File: src/rtl/i2s_dma_pkg.sv
// Shared types and defaults for the I2S refill DMA scheduler.
// State encodings are fixed so waveforms decode consistently across tools.
package i2s_dma_pkg;

    localparam int MAX_BURST_DEF = 16;
    localparam int CNT_W         = 24;

    typedef enum logic [1:0] {
        ST_IDLE   = 2'd0,
        ST_ISSUE  = 2'd1,
        ST_DATA   = 2'd2,
        ST_FINISH = 2'd3
    } state_t;

endpackage

File: src/rtl/i2s_burst_sizer.sv
// Burst length = min(remaining, MAX_BURST, room left before the ring end).
// Keeps every burst inside the circular buffer.
module i2s_burst_sizer
    import i2s_dma_pkg::*;
#(
    parameter int MAX_BURST   = MAX_BURST_DEF,
    parameter int BURST_WIDTH = 5
) (
    input  logic [CNT_W-1:0]       i_remaining,
    input  logic [CNT_W-1:0]       i_len,
    input  logic [CNT_W-1:0]       i_pos,
    output logic [BURST_WIDTH-1:0] o_burst
);

    localparam logic [CNT_W-1:0] MAXB = CNT_W'(MAX_BURST);

    logic [CNT_W-1:0] w_room;
    logic [CNT_W-1:0] w_min_a;
    logic [CNT_W-1:0] w_min;

    assign w_room  = i_len - i_pos;
    assign w_min_a = (i_remaining < MAXB) ? i_remaining : MAXB;
    assign w_min   = (w_min_a < w_room) ? w_min_a : w_room;
    assign o_burst = BURST_WIDTH'(w_min);

endmodule

File: src/rtl/i2s_dma_scheduler.sv
// Turns one refill request into bounded read bursts over a circular buffer
// and streams the returned dwords to the I2S memory controller.
module i2s_dma_scheduler
    import i2s_dma_pkg::*;
#(
    parameter int MAX_BURST   = MAX_BURST_DEF,
    parameter int BURST_WIDTH = 5,
    parameter int ADDR_WIDTH  = 32
) (
    input  logic                   clk,
    input  logic                   rst,
    input  logic                   enable,
    input  logic [ADDR_WIDTH-1:0]  buf_base,
    input  logic [23:0]            buf_words,
    input  logic                   request_data,
    input  logic [23:0]            request_size,
    output logic                   request_finished,
    output logic                   memory_data_strobe,
    output logic [31:0]            memory_data,
    output logic                   mem_rd_req,
    input  logic                   mem_rd_ack,
    output logic [ADDR_WIDTH-1:0]  mem_rd_addr,
    output logic [BURST_WIDTH-1:0] mem_rd_len,
    input  logic                   mem_rd_valid,
    input  logic [31:0]            mem_rd_data,
    output logic                   busy,
    output logic [23:0]            read_pos,
    output logic [15:0]            wrap_count
);

    state_t                 r_state;
    logic [CNT_W-1:0]       r_remaining;
    logic [ADDR_WIDTH-1:0]  r_base;
    logic [CNT_W-1:0]       r_len;
    logic [BURST_WIDTH-1:0] r_beats;
    logic [CNT_W-1:0]       r_pos;
    logic [15:0]            r_wrap;
    logic                   r_req;
    logic [ADDR_WIDTH-1:0]  r_addr;
    logic [BURST_WIDTH-1:0] r_rdlen;
    logic                   r_strobe;
    logic [31:0]            r_data;
    logic                   r_finished;

    logic [BURST_WIDTH-1:0] w_burst;
    logic [CNT_W-1:0]       w_pos_next;
    logic                   w_wrap;

    i2s_burst_sizer #(
        .MAX_BURST   (MAX_BURST),
        .BURST_WIDTH (BURST_WIDTH)
    ) u_sizer (
        .i_remaining (r_remaining),
        .i_len       (r_len),
        .i_pos       (r_pos),
        .o_burst     (w_burst)
    );

    assign w_pos_next = r_pos + 24'd1;
    assign w_wrap     = (w_pos_next == r_len);

    always_ff @(posedge clk) begin
        if (rst) begin
            r_state     <= ST_IDLE;
            r_remaining <= '0;
            r_base      <= '0;
            r_len       <= '0;
            r_beats     <= '0;
            r_pos       <= '0;
            r_wrap      <= '0;
            r_req       <= 1'b0;
            r_addr      <= '0;
            r_rdlen     <= '0;
            r_strobe    <= 1'b0;
            r_data      <= '0;
            r_finished  <= 1'b0;
        end else begin
            r_strobe   <= 1'b0;
            r_finished <= 1'b0;
            unique case (r_state)
                ST_IDLE: begin
                    if (request_data && enable && buf_words != '0) begin
                        r_remaining <= request_size;
                        r_base      <= buf_base;
                        r_len       <= buf_words;
                        // Ring shrank since last request: restart at base
                        if (r_pos >= buf_words)
                            r_pos <= '0;
                        r_state <= (request_size == '0) ? ST_FINISH : ST_ISSUE;
                    end
                end
                ST_ISSUE: begin
                    if (!r_req) begin
                        r_req   <= 1'b1;
                        r_addr  <= r_base + ADDR_WIDTH'(r_pos);
                        r_rdlen <= w_burst;
                    end else if (mem_rd_ack) begin
                        r_req   <= 1'b0;
                        r_beats <= r_rdlen;
                        r_state <= ST_DATA;
                    end
                end
                ST_DATA: begin
                    if (mem_rd_valid) begin
                        r_strobe    <= 1'b1;
                        r_data      <= mem_rd_data;
                        r_beats     <= r_beats - BURST_WIDTH'(1);
                        r_remaining <= r_remaining - 24'd1;
                        if (w_wrap) begin
                            r_pos  <= '0;
                            r_wrap <= r_wrap + 16'd1;
                        end else begin
                            r_pos <= w_pos_next;
                        end
                        if (r_beats == BURST_WIDTH'(1)) begin
                            if (r_remaining == 24'd1 || !enable)
                                r_state <= ST_FINISH;
                            else
                                r_state <= ST_ISSUE;
                        end
                    end
                end
                ST_FINISH: begin
                    r_finished <= 1'b1;
                    r_state    <= ST_IDLE;
                end
                default: r_state <= ST_IDLE;
            endcase
        end
    end

    assign request_finished   = r_finished;
    assign memory_data_strobe = r_strobe;
    assign memory_data        = r_data;
    assign mem_rd_req         = r_req;
    assign mem_rd_addr        = r_addr;
    assign mem_rd_len         = r_rdlen;
    assign busy               = (r_state != ST_IDLE);
    assign read_pos           = r_pos;
    assign wrap_count         = r_wrap;

endmodule
File: config.mk
export PLATFORM = sky130hd
export DESIGN_NAME = i2s_dma_scheduler
export DESIGN_NICKNAME = d
export VERILOG_FILES = /design/src/rtl/i2s_dma_pkg.sv /design/src/rtl/i2s_burst_sizer.sv /design/src/rtl/i2s_dma_scheduler.sv
export SDC_FILE = /design/constraint.sdc
export NUM_CORES = 1
export LEC_CHECK = 0
export ABC_AREA = 1
export BUFFER_PORTS_ARGS = -buffer_cell sky130_fd_sc_hd__buf_4
export CAP_MARGIN = 30
export CORE_ASPECT_RATIO = 0.9
export CORE_MARGIN = 2
export CORE_UTILIZATION = 60
export CTS_CLUSTER_DIAMETER = 120
export DETAILED_ROUTE_END_ITERATION = 6
export GPL_TIMING_DRIVEN = 0
export HOLD_SLACK_MARGIN = 0.08
export PLACE_DENSITY = 0.85
export SLEW_MARGIN = 25
export SYNTH_ARGS = -nofsm -noshare
export SYNTH_HDL_FRONTEND = slang
export SYNTH_SLANG_ARGS = --single-unit
File: constraint.sdc
create_clock -name clk -period 5.3 [get_ports clk]
set_input_delay 1.06 -clock clk [delete_from_list [all_inputs] [get_ports clk]]
set_output_delay 1.06 -clock clk [all_outputs]
set_load 0.005 [all_outputs]
---- Word level (Yosys, flattened, before mapping) ----
Cells that the tools add are included.
cells by class
  add/sub/neg operators ................... 6
  $lt $le $gt $ge ......................... 3
  equal/unequal tests ..................... 12
  multiplexer cells ....................... 26
  bitwise gates (word level) .............. 2
  reductions and logical operators ........ 19
operator list
  kind                     count
  $mux W24                 7
  $pmux W24 S2             2
  $add A32 B24 Y32         1
  $add A24 B1 Y24 const B  1
  $eq A24 B1 Y1 const B    1
  $eq A24 B24 Y1           1
  $ge A24 B24 Y1           1
  $logic_not A24 Y1        1
  $lt A24 B24 Y1           1
  $lt A24 B5 Y1 const B    1
  $reduce_bool A24 Y1      1
  $sub A24 B1 Y24 const B  1
  $sub A24 B24 Y24         1
  $mux W5                  4
  $add A16 B1 Y16 const B  1
  $mux W2                  7
  $ne A2 B2 Y1 const B     6
  $pmux W5 S2              1
  $pmux W2 S4              1
  $reduce_and A4 Y1        2
  $reduce_and A2 Y1        3
  $reduce_and A3 Y1        2
  $reduce_bool A2 Y1       3
  $eq A5 B1 Y1 const B     1
  11 further kinds         17
storage, ports and cells
  register bits after elaboration ......... 199
  input port bits ......................... 118

---- Depth between registers and ports, before layout ----
  depth after elaboration ................. 6
  gate-level depth with buffers ........... 24
  gate-level depth less buffers ........... 24

---- Cells and area by module ----
Synthesis repeated with hierarchy kept, for this count alone.
unflattened totals
  cells, all modules ...................... 2,154
  area, all modules ....................... 13,927.1 µm²
by module, submodules not included
  module             times used  cells an instance  area each (µm²)  sequential area each (µm²)
  i2s_dma_scheduler  1           1,836              11,962.7         3,983.8
  i2s_burst_sizer    1           318                1,964.4          0.0

---- Worst setup path before layout ----
No wires, ideal clock.
  path kind ............................... reg-to-reg
  start ................................... register r_pos[0] (netlist: read_pos[0])
  end ..................................... register r_rdlen[2] (netlist: mem_rd_len[2])
  library setup time ...................... 0.132 ns
  arrival time ............................ 3.315 ns
  slack ................................... 1.852 ns
  stages on the path, launching flop included .. 24
  buffers on the path ..................... 0
  cells stage by stage .................... dfxtp_1 > ha_1 > inv_1 > fa_1 > a21oi_1 > o21bai_1 > a21oi_1 > o21ai_0 > nand3_1 > nand2_1 > a21oi_1 > nor2_1 > nor2_1 > xor2_1 > ha_1 > nand2_1 > nor3_1 > nand2_1 > nor3_1 > nand2_1 > nand2_1 > nand2_1 > nand3_1 > a21oi_1
between the ends
  longest elaborated chain between the ends .. 3
ends and longest elaborated chain
  item                      RTL line                  source
  start: declaration        i2s_dma_scheduler.sv:36   logic [CNT_W-1:0] r_pos;
  start signal: assignment  i2s_dma_scheduler.sv:113  r_pos <= w_pos_next;
  $sub A24 B24 Y24 (*)      i2s_burst_sizer.sv:21     assign w_room = i_len - i_pos;
  $lt A24 B24 Y1            i2s_burst_sizer.sv:23     assign w_min = (w_min_a < w_room) ? w_min_a : w_room;
  $mux W5 (*)               i2s_burst_sizer.sv:23
  end signal: assignment    i2s_dma_scheduler.sv:96   r_rdlen <= w_burst;
  end: declaration          i2s_dma_scheduler.sv:40   logic [BURST_WIDTH-1:0] r_rdlen;
Mark *: on every way between the ends. The rest lies on a longest branch, timed or not.
A chain may end at the register's enable or synchronous reset.

---- Worst setup path in the final report ----
  start ................................... register r_pos[16] (netlist: read_pos[16])
  end ..................................... register r_rdlen[4] (netlist: mem_rd_len[4])
between the ends
  longest elaborated chain between the ends .. 3
ends and longest elaborated chain
  item              RTL line
  $sub A24 B24 Y24  i2s_burst_sizer.sv:21
  $lt A24 B24 Y1    i2s_burst_sizer.sv:23
  $mux W5           i2s_burst_sizer.sv:23
No other way between the ends.

==> results.json <==
{
  "status": "complete, no violations",
  "fmax_mhz": 216,
  "antenna_found_initial": 0,
  "hold_buffers": 0,
  "fill_cells": 1836,
  "syn_area_um2": 13300,
  "viasPerCell": 5.93,
  "yosysSeqAreaShare_pct": 29.9,
  "min_period_ns": 4.63,
  "synth_edf_count": 0,
  "cp.required_ns": 5.60,
  "gr-usage-met3_pct": 12.4,
  "maxSlewViolCount": 0,
  "clock_path_buffers": 2,
  "worstHoldStart": "r_len[0]",
  "antenna_left": 0,
  "power_density_nw_per_um2": 521,
  "setup_viol": 0,
  "worst-setup-path-type": "reg2reg",
  "place_hpwl_um": 37900,
  "first_pass_iters": 6,
  "ys_types": 49,
  "rsz0062_at_grt": "no",
  "num_rows": 51,
  "wl_um": 48200,
  "cts_tree": "done",
  "cts_resized": 0,
  "grt_pass1_wl_um": 74500,
  "busiest_layer": "met2",
  "layout.nets": 2488,
  "grt_use_met1_pct": 54.8,
  "area_growth_pct": 20.9,
  "post-cts-setup-buffer-count": 0,
  "clk-insertion-delay-late_ns": 0.46,
  "place.gp.congestion": 1.05,
  "dr_total_vias": 15200,
  "io_buffers": 229,
  "yosysWarnings": 0,
  "dr.first_iter.drc_count": 2016,
  "post-route-drc-count": 0,
  "ys_seq_elements": 199,
  "r2r_start": "read_pos[16]",
  "numCtsBuffers": 17,
  "syn_avg_cell_area_um2": 6.65,
  "finalHoldWorstSlack_ns": 0.466,
  "initial_utilization_pct": 61.3,
  "cp-start-kind": "flip-flop",
  "track_usage_pct": 40.1,
  "cp-startpoint": "read_pos[16]",
  "relSlewSlack_pct": 39.5,
  "skew_ns": 0.0201,
  "syn_inst": 2002,
  "num_antenna_cells": 0,
  "die-area_um2": 23400,
  "maxCapViolCount": 0,
  "wl_per_cell_um": 18.7,
  "cp.arrival_ns": 4.93,
  "sequential_cell_area_um2": 3980,
  "fin_util_pct": 74.1,
  "cts_num_sinks": 199,
  "root_buffer": "clkbuf_16",
  "worstMarginPinSlew_ns": 0.901,
  "finalHoldViolCount": 0,
  "min_period_over_period_pct": 87.4,
  "path_max_fanout": 9,
  "critPathCaptureType": "flip-flop",
  "multi_input_area_um2": 8140,
  "grt_overflow": 0,
  "holdCritPathClass": "reg2reg",
  "grt_max_degree": 21,
  "leakagePower_nw": 7.58,
  "die-height_um": 145,
  "vdd_drop_max_v": 0.000504,
  "cts_max_level": 4,
  "drive_above_1_share_pct": 13.7,
  "clk_pin_slew_ns": 0.09,
  "fp.dieW_um": 161,
  "synth_flop_cell": "dfxtp_1",
  "async_flop_share_pct": 0,
  "grtUsageMet2_pct": 61.0,
  "setup_tns_ns": 0,
  "grt_pass1_vias": 14000,
  "ios": 231,
  "core_region_area_um2": 21700
}
[layer usage]
metal,vias up,part of all wire [%]
met4,0,2.8
li1,7192,-
met5,-,0
met3,112,12
met1,7022,42
met2,916,43
[cell families (layout without fill, tap and decap cells)]
logic type | after synthesis | in the layout | share of synthesized area (%)
AOI/OAI and AO/OA | 453 | 453 | 18.8
xor gates and xnor gates | 50 | 50 | 3.60
adders and majority gates | 102 | 102 | 9.70
buffers and inverters | 324 | 585 | 9.37
DFF | 199 | 199 | 29.9
other | 1 | 19 | 0.0282
and+or+nand+nor | 873 | 873 | 28.6
[layout by cell type (no fill, tap or decap), types with 63 or more instances in the layout]
| cell | n |
|---|---|
| nor2_1 | 238 |
| a21oi_1 | 185 |
| nand3_1 | 136 |
| dfxtp_1 | 199 |
| ha_1 | 100 |
| nand2_1 | 382 |
| o21ai_0 | 169 |
| inv_1 | 238 |
| clkbuf_1 | 63 |
| buf_4 | 229 |
[where the power goes]
| part | switching (W) | internal, W |
|---|---|---|
| clock | 0.000682 | 0.000728 |
| combinational | 0.00297 | 0.00172 |
| sequential | 0.000426 | 0.00185 |
| total | 0.00408 | 0.00430 |
[state kept, by name, indices dropped and copies added, names as in the netlist, 2 cells and up]
signal,count
wrap_count,16
memory_data,32
read_pos,24
r_state,2
r_len,24
r_beats,5
r_base,32
r_remaining,24
mem_rd_len,5
mem_rd_addr,32
[layout make-up]
| type | instances | area share [%] |
|---|---|---|
| multi-input cells | 1497 | 50.6 |
| flip-flops and latches | 199 | 24.8 |
| repair buffers | 229 | 10.7 |
| inverters | 249 | 5.82 |
| clock buffers | 17 | 2.65 |
| well taps | 291 | 2.26 |
| plain buffers | 75 | 1.93 |
| clock inverters | 15 | 1.24 |
[per-stage QoR]
stage | power [W] | worst slack (ns) | std cells | area (µm²)
2_1_floorplan | 0.00519 | 1.85 | 2020 | 13400
3_3_place_gp | 0.00656 | 1.01 | 2540 | 15500
3_5_place_dp | 0.00670 | 0.986 | 2540 | 15500
4_1_cts | 0.00810 | 0.937 | 2572 | 16100
5_1_grt | 0.00895 | 0.326 | 2572 | 16100
6_report | 0.00838 | 0.669 | 2572 | 16100
[worst max-delay path: stages, from the launching register on]
cell	delay, ns
dfxtp_1	0.58
inv_1	0.18
ha_1	0.50
nand2_1	0.15
nor4_1	0.43
nand4_1	0.19
nand3_1	0.30
nand3_1	0.11
nand2_1	0.09
xnor2_1	0.12
ha_1	0.16
nand4_1	0.30
nor3_1	0.38
nand2_1	0.11
nor3_1	0.20
nand2_1	0.20
nand2_1	0.21
nand2_1	0.08
nand3_1	0.10
a21oi_1	0.08
[Yosys cell counts (2+ instances only)]
library cell,instances,area share (%)
nand3_1,136,5.1
o211ai_1,18,1.0
o21ai_0,169,6.4
a31oi_1,19,0.89
buf_6,2,0.17
o21bai_1,19,1.1
o21ai_1,3,0.11
buf_2,2,0.075
buf_1,7,0.20
o22ai_1,3,0.14
clkbuf_1,63,1.8
o221ai_1,7,0.46
xnor2_1,14,0.92
o21a_1,3,0.17
nand2_1,382,11
and2_1,2,0.094
nor2_1,238,6.7
nand4_1,33,1.6
nand3b_1,3,0.17
xor2_1,33,2.2
inv_1,238,6.7
nor3_1,29,1.1
nor2_4,5,0.42
nand3_2,6,0.45
nand2_2,8,0.38
a311oi_1,2,0.13
o21ai_2,2,0.13
fa_1,2,0.30
or2_2,4,0.19
nor2_2,6,0.28
a221oi_1,3,0.20
nor4_1,16,0.75
a21oi_1,185,7.0
inv_2,9,0.25
xnor3_1,3,0.51
dfxtp_1,199,30
ha_1,100,9.4
a211oi_1,13,0.73
nor3_4,3,0.37
a21o_1,4,0.23
[final timing paths]
path / to / slack, ns / depth (start not counted)
max reg2reg: mem_rd_len[4] / 0.67 / 19
max: mem_rd_len[4] / 0.67 / 19
min: r_len[0] / 0.47 / 2
min reg2reg: r_len[0] / 0.47 / 2
No activity file was read; power rests on OpenSTA's default activity.
